File: config.mk
export PLATFORM = sky130hd
export DESIGN_NAME = alu_share_arbiter
export DESIGN_NICKNAME = d
export VERILOG_FILES = /design/src/rtl/alu_share_arbiter.sv
export SDC_FILE = /design/constraint.sdc
export NUM_CORES = 1
export LEC_CHECK = 0
export CELL_PAD_IN_SITES_DETAIL_PLACEMENT = 1
export CELL_PAD_IN_SITES_GLOBAL_PLACEMENT = 2
export CORE_ASPECT_RATIO = 1.5
export CORE_MARGIN = 4
export CORE_UTILIZATION = 21
export CTS_BUF_LIST = sky130_fd_sc_hd__clkbuf_8
export CTS_CLUSTER_DIAMETER = 40
export DETAILED_ROUTE_END_ITERATION = 10
export PLACE_DENSITY_LB_ADDON = 0.1
export SLEW_MARGIN = 20
export SYNTH_ARGS = -nofsm -noshare
export SYNTH_HDL_FRONTEND = slang
export SYNTH_SLANG_ARGS = --single-unit
export TNS_END_PERCENT = 100
File: constraint.sdc
create_clock -name clk -period 3.9 [get_ports clk]
set_input_delay 0.78 -clock clk [delete_from_list [all_inputs] [get_ports clk]]
set_output_delay 0.78 -clock clk [all_outputs]
set_load 0.02 [all_outputs]
File: src/rtl/alu_share_arbiter.sv
// alu_share_arbiter
//   Shares one ALUControl + ALU datapath between two clients. Requests are
//   granted round-robin, issued to the ALU for exactly one cycle (EXEC), and
//   the registered result/zero flag is returned with a one-cycle strobe to
//   the client that issued it (RESP). A new request may be accepted in the
//   same cycle as a response, giving one operation every two cycles.
//
// Ports
//   clk, reset                     clock, synchronous active-high reset
//   reqN_valid / reqN_ready        request handshake for client N (0,1)
//   reqN_aluop, reqN_funct         ALUOp / function field for client N
//   reqN_a, reqN_b                 operands for client N
//   alu_op, alu_funct              to ALUControl (zero outside EXEC)
//   alu_a, alu_b                   to ALU operands (hold last latched values)
//   alu_result, alu_zero           combinational ALU outputs
//   rsp0_valid, rsp1_valid         one-cycle response strobes
//   rsp_data, rsp_zero             registered result and zero flag
//   busy                           high in EXEC or RESP
//   last_grant                     index of most recently accepted client
module alu_share_arbiter #(
   parameter int DATA_WIDTH = 32
) (
   input  logic                  clk,
   input  logic                  reset,
   input  logic                  req0_valid,
   output logic                  req0_ready,
   input  logic [2:0]            req0_aluop,
   input  logic [5:0]            req0_funct,
   input  logic [DATA_WIDTH-1:0] req0_a,
   input  logic [DATA_WIDTH-1:0] req0_b,
   input  logic                  req1_valid,
   output logic                  req1_ready,
   input  logic [2:0]            req1_aluop,
   input  logic [5:0]            req1_funct,
   input  logic [DATA_WIDTH-1:0] req1_a,
   input  logic [DATA_WIDTH-1:0] req1_b,
   output logic [2:0]            alu_op,
   output logic [5:0]            alu_funct,
   output logic [DATA_WIDTH-1:0] alu_a,
   output logic [DATA_WIDTH-1:0] alu_b,
   input  logic [DATA_WIDTH-1:0] alu_result,
   input  logic                  alu_zero,
   output logic                  rsp0_valid,
   output logic                  rsp1_valid,
   output logic [DATA_WIDTH-1:0] rsp_data,
   output logic                  rsp_zero,
   output logic                  busy,
   output logic                  last_grant
);

   typedef enum logic [1:0] {
      S_IDLE = 2'd0,
      S_EXEC = 2'd1,
      S_RESP = 2'd2
   } state_t;

   state_t                  state_q, state_d;
   logic                    last_grant_q, last_grant_d;
   logic [2:0]              op_q;
   logic [5:0]              funct_q;
   logic [DATA_WIDTH-1:0]   a_q, b_q;
   logic [DATA_WIDTH-1:0]   rsp_data_q;
   logic                    rsp_zero_q;

   logic                    accept;
   logic                    winner;

   // Next-state, arbitration and outputs
   always_comb begin
      state_d      = state_q;
      last_grant_d = last_grant_q;
      accept       = 1'b0;
      winner       = 1'b0;
      req0_ready   = 1'b0;
      req1_ready   = 1'b0;
      alu_op       = 3'b000;
      alu_funct    = 6'b000000;
      rsp0_valid   = 1'b0;
      rsp1_valid   = 1'b0;

      // On a tie the client that did not win last time gets the grant.
      if (req0_valid && req1_valid) begin
         winner = ~last_grant_q;
      end else begin
         winner = req1_valid;
      end

      // Reset masks the readies so nothing looks accepted in a reset cycle.
      accept = (state_q != S_EXEC) && !reset && (req0_valid || req1_valid);
      req0_ready = accept && !winner;
      req1_ready = accept && winner;

      if (accept) begin
         last_grant_d = winner;
      end

      unique case (state_q)
         S_IDLE: begin
            if (accept) state_d = S_EXEC;
         end
         S_EXEC: begin
            alu_op    = op_q;
            alu_funct = funct_q;
            state_d   = S_RESP;
         end
         S_RESP: begin
            // last_grant_q still names the owner of the op being returned;
            // it only moves at the edge that accepts the next op.
            rsp0_valid = !last_grant_q;
            rsp1_valid = last_grant_q;
            state_d    = accept ? S_EXEC : S_IDLE;
         end
         default: begin
            state_d = S_IDLE;
         end
      endcase
   end

   always_ff @(posedge clk) begin
      if (reset) begin
         state_q      <= S_IDLE;
         last_grant_q <= 1'b1;
         op_q         <= '0;
         funct_q      <= '0;
         a_q          <= '0;
         b_q          <= '0;
         rsp_data_q   <= '0;
         rsp_zero_q   <= 1'b0;
      end else begin
         state_q      <= state_d;
         last_grant_q <= last_grant_d;
         if (accept) begin
            op_q    <= winner ? req1_aluop : req0_aluop;
            funct_q <= winner ? req1_funct : req0_funct;
            a_q     <= winner ? req1_a     : req0_a;
            b_q     <= winner ? req1_b     : req0_b;
         end
         if (state_q == S_EXEC) begin
            rsp_data_q <= alu_result;
            rsp_zero_q <= alu_zero;
         end
      end
   end

   assign alu_a      = a_q;
   assign alu_b      = b_q;
   assign rsp_data   = rsp_data_q;
   assign rsp_zero   = rsp_zero_q;
   assign busy       = (state_q != S_IDLE);
   assign last_grant = last_grant_q;

endmodule

==> metrics.yaml, run 1 <==
run_status:
  outcome: "finished, final reports clean"
clocking:
  clk_pin_slew_ns: 0.11
  numCtsBuffers: 9
  clockRootBuffer: "clkbuf_8"
  hold_buffers: 0
  worstSkewPairLatency_ns: 0.39
  htree_levels: 3
  cts_resized: 0
  clock_sinks: 109
  cts_tree: "done"
  cts_setup_buffers: 0
  clk_path_buf_depth: 2
final_layout:
  layout-drive-gt1-share: 0.0415
  final_common_cell: "clkdlybuf4s50_1"
  final_cell_mix: "clkdlybuf4s50_1, nand2_1, dfxtp_1, a221o_1, nor4_1"
  num-fill-cells: 2468
  utilization: 0.368
  nets: 949
  layout-area-overhead-vs-synth_pct: 71.6
setup_path:
  r2r_slack_ns: 1.62
  r2r_start: "state_q[1]"
  crit_slowest_cell: "clkdlybuf4s50_1"
  r2r-end: "alu_b[7]"
  path_common_cell: "clkdlybuf4s50_1"
  cp_max_fo: 3
  critPathLaunch: "req1_valid"
  arrival_ns: 2.37
  crit_chain: "clkdlybuf4s50_1 -> nor2b_4 -> nor4b_1 -> clkdlybuf4s50_1"
  crit_type: "in2out"
  worstPathRequired_ns: 3.12
  cp-end-kind: "primary output"
  rr_worst_depth: 4
  crit_end: "req0_ready"
  worstSetupStartpointType: "input pin"
  cp_slowest_stage_delay_ns: 0.69
floorplanning:
  core_um2: 21100
  num_rows: 65
  boundaryPins: 295
  die-height_um: 188
  die_x_um: 128
  fp.dieArea_um2: 24100
  start_util: 0.215
global_routing:
  antenna_found_initial: 3
  use_met1: 0.194
  grt_pass1_wl_um: 33000
  grtUsageMet2: 0.316
  grt_pass1_vias: 5473
  use_met3: 0.0507
  grt_use_total: 0.175
  grt.busiest_layer: "met2"
  grt_max_degree: 75
  overflow: 0
routing:
  vias: 5153
  drtIter0Drc: 212
  viasPerCell: 4.95
  post_drt_wl_per_cell_um: 20.8
  drt_wl_total_um: 21700
  drc: 0
  drt_first_pass_iters: 4
  antenna_left: 0
min_path:
  hold_class: "reg2reg"
sta:
  setup_tns_ns: 0
  slew_headroom: 0.365
  post-route-period-util: 0.807
  min_period_ns: 3.15
  clock_skew_ns: 0.0104
  hold_violations: 0
  rsz0062_at_grt: "false"
  slew_violations: 0
  tightestPinTransition_ns: 0.953
  max_clock_freq_mhz: 318
  setup_viol: 0
synth:
  netlist_instances: 511
  ys_seq_elements: 109
  synth.area.top_cells: "dfxtp_1, a221o_1, nand2_1, nor4_1, a21oi_1"
  synth_top_area_frac: 0.481
  yosysSeqAreaShare: 0.481
  yosysTopAreaCell: "dfxtp_1"
  avgSynthCellArea_um2: 8.88
  netlist-cell-type-count: 22
  syn_nets: 694
  yosysWarnings: 0
  synth_area_um2: 4540
placed_design:
  gp_congestion: 0.749
  dpl.hpwl_um: 15100
  place.port_buffers: 294
power_and_ir_drop:
  peakVddDrop_mv: 0.194
  p_per_area_nw_per_um2: 348
  power.leakage_uw: 0.00282
job:
  drv_cap: 0
==> final cells by class <==
type	instances	area [um2]	area share
Tap cell	268	335	0.0431
Sequential cell	109	2180	0.280
Inverter	1	3.75	0.000482
Timing Repair Buffer	304	3010	0.387
Clock inverter	5	26.3	0.00337
Antenna cell	3	7.51	0.000964
Multi-Input combinational cell	341	2070	0.266
Clock buffer	11	151	0.0194
==> synthesized netlist by cell type <==
master / number
buf_1: 11
and2_1: 9
a21oi_1: 33
nor2_1: 1
nand2_1: 140
or2_1: 1
nor4_1: 73
nor2b_1: 2
nand2b_1: 1
inv_1: 1
a221o_1: 74
nor3b_1: 2
nor4b_1: 1
or2_2: 1
buf_2: 13
and3b_1: 1
buf_6: 7
a21oi_4: 1
dfxtp_1: 109
buf_4: 1
clkbuf_1: 28
a2111oi_4: 1
==> critical path, delay by kind of cell <==
kind                   cells  cell delay, ns
and+or+nand+nor            2            0.45
buffers and inverters      2            1.13
==> how the worst min path moves through the flow <==
stage | startpoint | endpoint | slack, ns | cells after the start
floorplan | funct_q[0] | funct_q[0] | 0.45 | 1
global placement | rsp_data[9] | rsp_data[9] | 0.44 | 2
detailed placement | rsp_data[0] | rsp_data[0] | 0.45 | 2
CTS | rsp_data[0] | rsp_data[0] | 0.47 | 2
global route | rsp_data[4] | rsp_data[4] | 0.49 | 2
finish | rsp_data[4] | rsp_data[4] | 0.46 | 2
==> sequential cells by signal, summed over array words and instances, names as in the netlist <==
name	flops
alu_a	32
op_q	3
rsp_zero	1
funct_q	6
state_q	2
rsp_data	32
last_grant	1
alu_b	32
==> stage by stage <==
step                      std cells  cell area, um2  total power (uW)  hold slack [ns]  setup slack [ns]
final                          1042            7790              2710            0.460             0.751
after global placement         1023            7600              2050            0.443             0.704
after floorplan                 511            4540              1620            0.447              1.13
after CTS                      1039            7780              2760            0.465             0.695
after global routing           1042            7790              2850            0.489             0.581
after detailed placement       1023            7600              2070            0.450             0.651
==> cell families (layout without fill, tap and decap cells) <==
logic type | after synthesis | after routing | synth area share
compound gates | 109 | 109 | 0.209
simple gates | 232 | 232 | 0.244
other cells | 0 | 3 | 0
buf+inv | 61 | 321 | 0.0664
flops | 109 | 109 | 0.481
==> report_power, final <==
part | switching (uW) | leakage [uW] | internal, uW
Clock | 416 | 0.0000963 | 263
Combinational | 367 | 0.00182 | 403
Sequential | 56.3 | 0.000898 | 1210
Total | 839 | 0.00282 | 1870
==> per-layer routing <==
layer,vias up,wire length [um]
li1,2414,-
met1,2522,8200
met2,194,11500
met3,23,1470
met4,0,501
met5,-,0
(Power assumes the default switching activity.)
==> run 2, diff against run 1 <==
--- a/config.mk
+++ b/config.mk
@@ -9,7 +9,7 @@
 export CELL_PAD_IN_SITES_GLOBAL_PLACEMENT = 2
 export CORE_ASPECT_RATIO = 1.5
 export CORE_MARGIN = 4
-export CORE_UTILIZATION = 21
+export CORE_UTILIZATION = 20
 export CTS_BUF_LIST = sky130_fd_sc_hd__clkbuf_8
 export CTS_CLUSTER_DIAMETER = 40
 export DETAILED_ROUTE_END_ITERATION = 10
==> constraint.sdc (replaced) <==
create_clock -name clk -period 3.1 [get_ports clk]
set_input_delay 0.62 -clock clk [delete_from_list [all_inputs] [get_ports clk]]
set_output_delay 0.62 -clock clk [all_outputs]
set_load 0.02 [all_outputs]
==> metrics.yaml, run 2 (synthesized netlist as in run 1, its figures left out) <==
run_status:
  outcome: "finished, final reports clean"
sta:
  clock_skew_ns: 0.00617  # -0.00426 ns
  post-route-period-util: 0.935
  max_clock_freq_mhz: 345
  rsz0062_at_grt: "false"
  hold_violations: 0  # unchanged
  setup_tns_ns: 0  # unchanged
  slew_violations: 0  # unchanged
  tightestPinTransition_ns: 0.938  # -0.0152 ns
  min_period_ns: 2.90
  slew_headroom: 0.375  # +0.0101
  setup_viol: 0  # unchanged
clocking:
  cts_setup_buffers: 0  # unchanged
  clk_path_buf_depth: 2  # unchanged
  clockRootBuffer: "clkbuf_8"
  clk_pin_slew_ns: 0.10  # about the same
  cts_resized: 0  # unchanged
  htree_levels: 3  # unchanged
  worstSkewPairLatency_ns: 0.39  # about the same
  numCtsBuffers: 9  # unchanged
  hold_buffers: 0  # unchanged
  cts_tree: "done"
  clock_sinks: 109  # unchanged
routing:
  post_drt_wl_per_cell_um: 20.1  # -3.5%
  drt_wl_total_um: 21100  # -2.7%
  drc: 0  # unchanged
  viasPerCell: 4.86  # -1.8%
  antenna_left: 0  # unchanged
  drt_first_pass_iters: 4  # unchanged
  vias: 5104  # -0.95%
  drtIter0Drc: 173  # -18%
placed_design:
  gp_congestion: 0.727  # -2.9%
  place.port_buffers: 294  # unchanged
  placed_cells: 1033  # +0.98%
  dpl.hpwl_um: 14700  # -2.6%
final_layout:
  num-fill-cells: 2577  # +4.4%
  multi_input_area_um2: 2070  # unchanged
  layout-drive-gt1-share: 0.0453  # +0.00377
  nets: 951  # +0.21%
  final_common_cell: "clkdlybuf4s50_1"
  stdcell_count: 1051  # +0.86%
  final_cell_mix: "clkdlybuf4s50_1, nand2_1, dfxtp_1, a221o_1, nor4_1"
  layout-area-overhead-vs-synth_pct: 73.3
  seq_area_um2: 2180  # unchanged
job:
  drv_cap: 0  # unchanged
power_and_ir_drop:
  p_per_area_nw_per_um2: 453  # +30%
  power.leakage_uw: 0.00285  # +1.1%
  peakVddDrop_mv: 0.243  # +25%
global_routing:
  grt_pass1_wl_um: 31900  # -3.3%
  grt_use_total: 0.164  # -0.0115
  antenna_found_initial: 1  # -2
  grt_max_degree: 76  # +1.3%
  overflow: 0  # unchanged
  grt_pass1_vias: 5581  # +2.0%
setup_path:
  cp_slowest_stage_delay_ns: 0.68  # about the same
  crit_slowest_cell: "clkdlybuf4s50_1"
  worstSetupStartpointType: "input pin"
  crit_type: "in2out"
  r2r-end: "funct_q[5]"
  r2r_slack_ns: 1.06  # -0.56 ns
  critPathLaunch: "req1_valid"
  worstPathRequired_ns: 2.48  # -0.64 ns
  r2r_start: "state_q[1]"
  rr_worst_depth: 4  # unchanged
  cp_max_fo: 3  # unchanged
  path_common_cell: "clkdlybuf4s50_1"
  cp-end-kind: "primary output"
  arrival_ns: 2.28  # -0.09 ns
  crit_chain: "clkdlybuf4s50_1 -> nor2b_4 -> nor4b_1 -> clkdlybuf4s50_1"
min_path:
  min_from: "rsp_data[14]"
  hold_class: "reg2reg"
  hold_depth: 2  # unchanged
  holdPathEnd: "rsp_data[14]"
floorplanning:
  die-height_um: 193  # +2.4%
  core_um2: 22400  # +5.9%
  fp.dieArea_um2: 25200  # +4.7%
  num_rows: 67  # +3.1%
  boundaryPins: 295  # unchanged
  start_util: 0.203  # -0.0119
  die_x_um: 131  # +2.3%
run 2: power breakdown:
group | switching, uW | leakage [uW] | internal [uW] | total [uW]
registers | 68.9 | 0.000898 | 1520 | 1590
clock network | 527 | 0.000112 | 476 | 1000
logic | 458 | 0.00184 | 512 | 971
run 2: area by class of cell:
cell class / instances / area share
diodes: 2 / 0.000636
clock inverters: 6 / 0.0110
repair buffers: 306 / 0.386
well taps: 276 / 0.0439
clock buffers: 10 / 0.0175
inverters: 1 / 0.000477
multi-input cells: 341 / 0.263
flip-flops and latches: 109 / 0.277
run 2: worst max-delay path, delay by kind of cell:
kind          cells  cell delay (ns)
buf+inv           2             1.16
simple gates      2             0.49
run 2: metal layers:
metal | vias to the layer above | wire, um | GRT usage
li1 | 2413 | - | -
met1 | 2471 | 8250 | 0.186
met2 | 193 | 10700 | 0.283
met3 | 27 | 1620 | 0.0512
met4 | 0 | 533 | 0.0637
met5 | - | 0 | 0
run 2: how the worst max path moves through the flow:
| stage | slack (ns) | endpoint |
|---|---|---|
| 6_report | 0.20 | req0_ready |
| 5_1_grt | 0.08 | alu_op[2] |
| 3_3_place_gp | 0.27 | req1_ready |
| 4_1_cts | 0.17 | alu_op[2] |
| 2_1_floorplan | 0.65 | req0_ready |
| 3_5_place_dp | 0.21 | req0_ready |
run 2: stage by stage:
| stage | area (um2) | hold WS (ns) | setup WS, ns | total power (uW) | util |
|---|---|---|---|---|---|
| final | 7870 | 0.461 | 0.201 | 3560 | 0.352 |
| after global routing | 7870 | 0.481 | 0.0794 | 3750 | 0.351 |
| after CTS | 7860 | 0.464 | 0.168 | 3640 | 0.351 |
| after detailed placement | 7640 | 0.448 | 0.210 | 2600 | 0.341 |
| after global placement | 7640 | 0.443 | 0.273 | 2590 | 0.341 |
| after floorplan | 4540 | 0.447 | 0.647 | 2040 | - |
==> run 3, diff against run 2 <==
--- a/config.mk
+++ b/config.mk
@@ -14,7 +14,7 @@
 export CTS_CLUSTER_DIAMETER = 40
 export DETAILED_ROUTE_END_ITERATION = 10
 export PLACE_DENSITY_LB_ADDON = 0.1
-export SLEW_MARGIN = 20
+export SLEW_MARGIN = 10
 export SYNTH_ARGS = -nofsm -noshare
 export SYNTH_HDL_FRONTEND = slang
 export SYNTH_SLANG_ARGS = --single-unit
==> results of run 3 <==
Same layout as run 2: the final DEF is identical, and so are final timing and power.
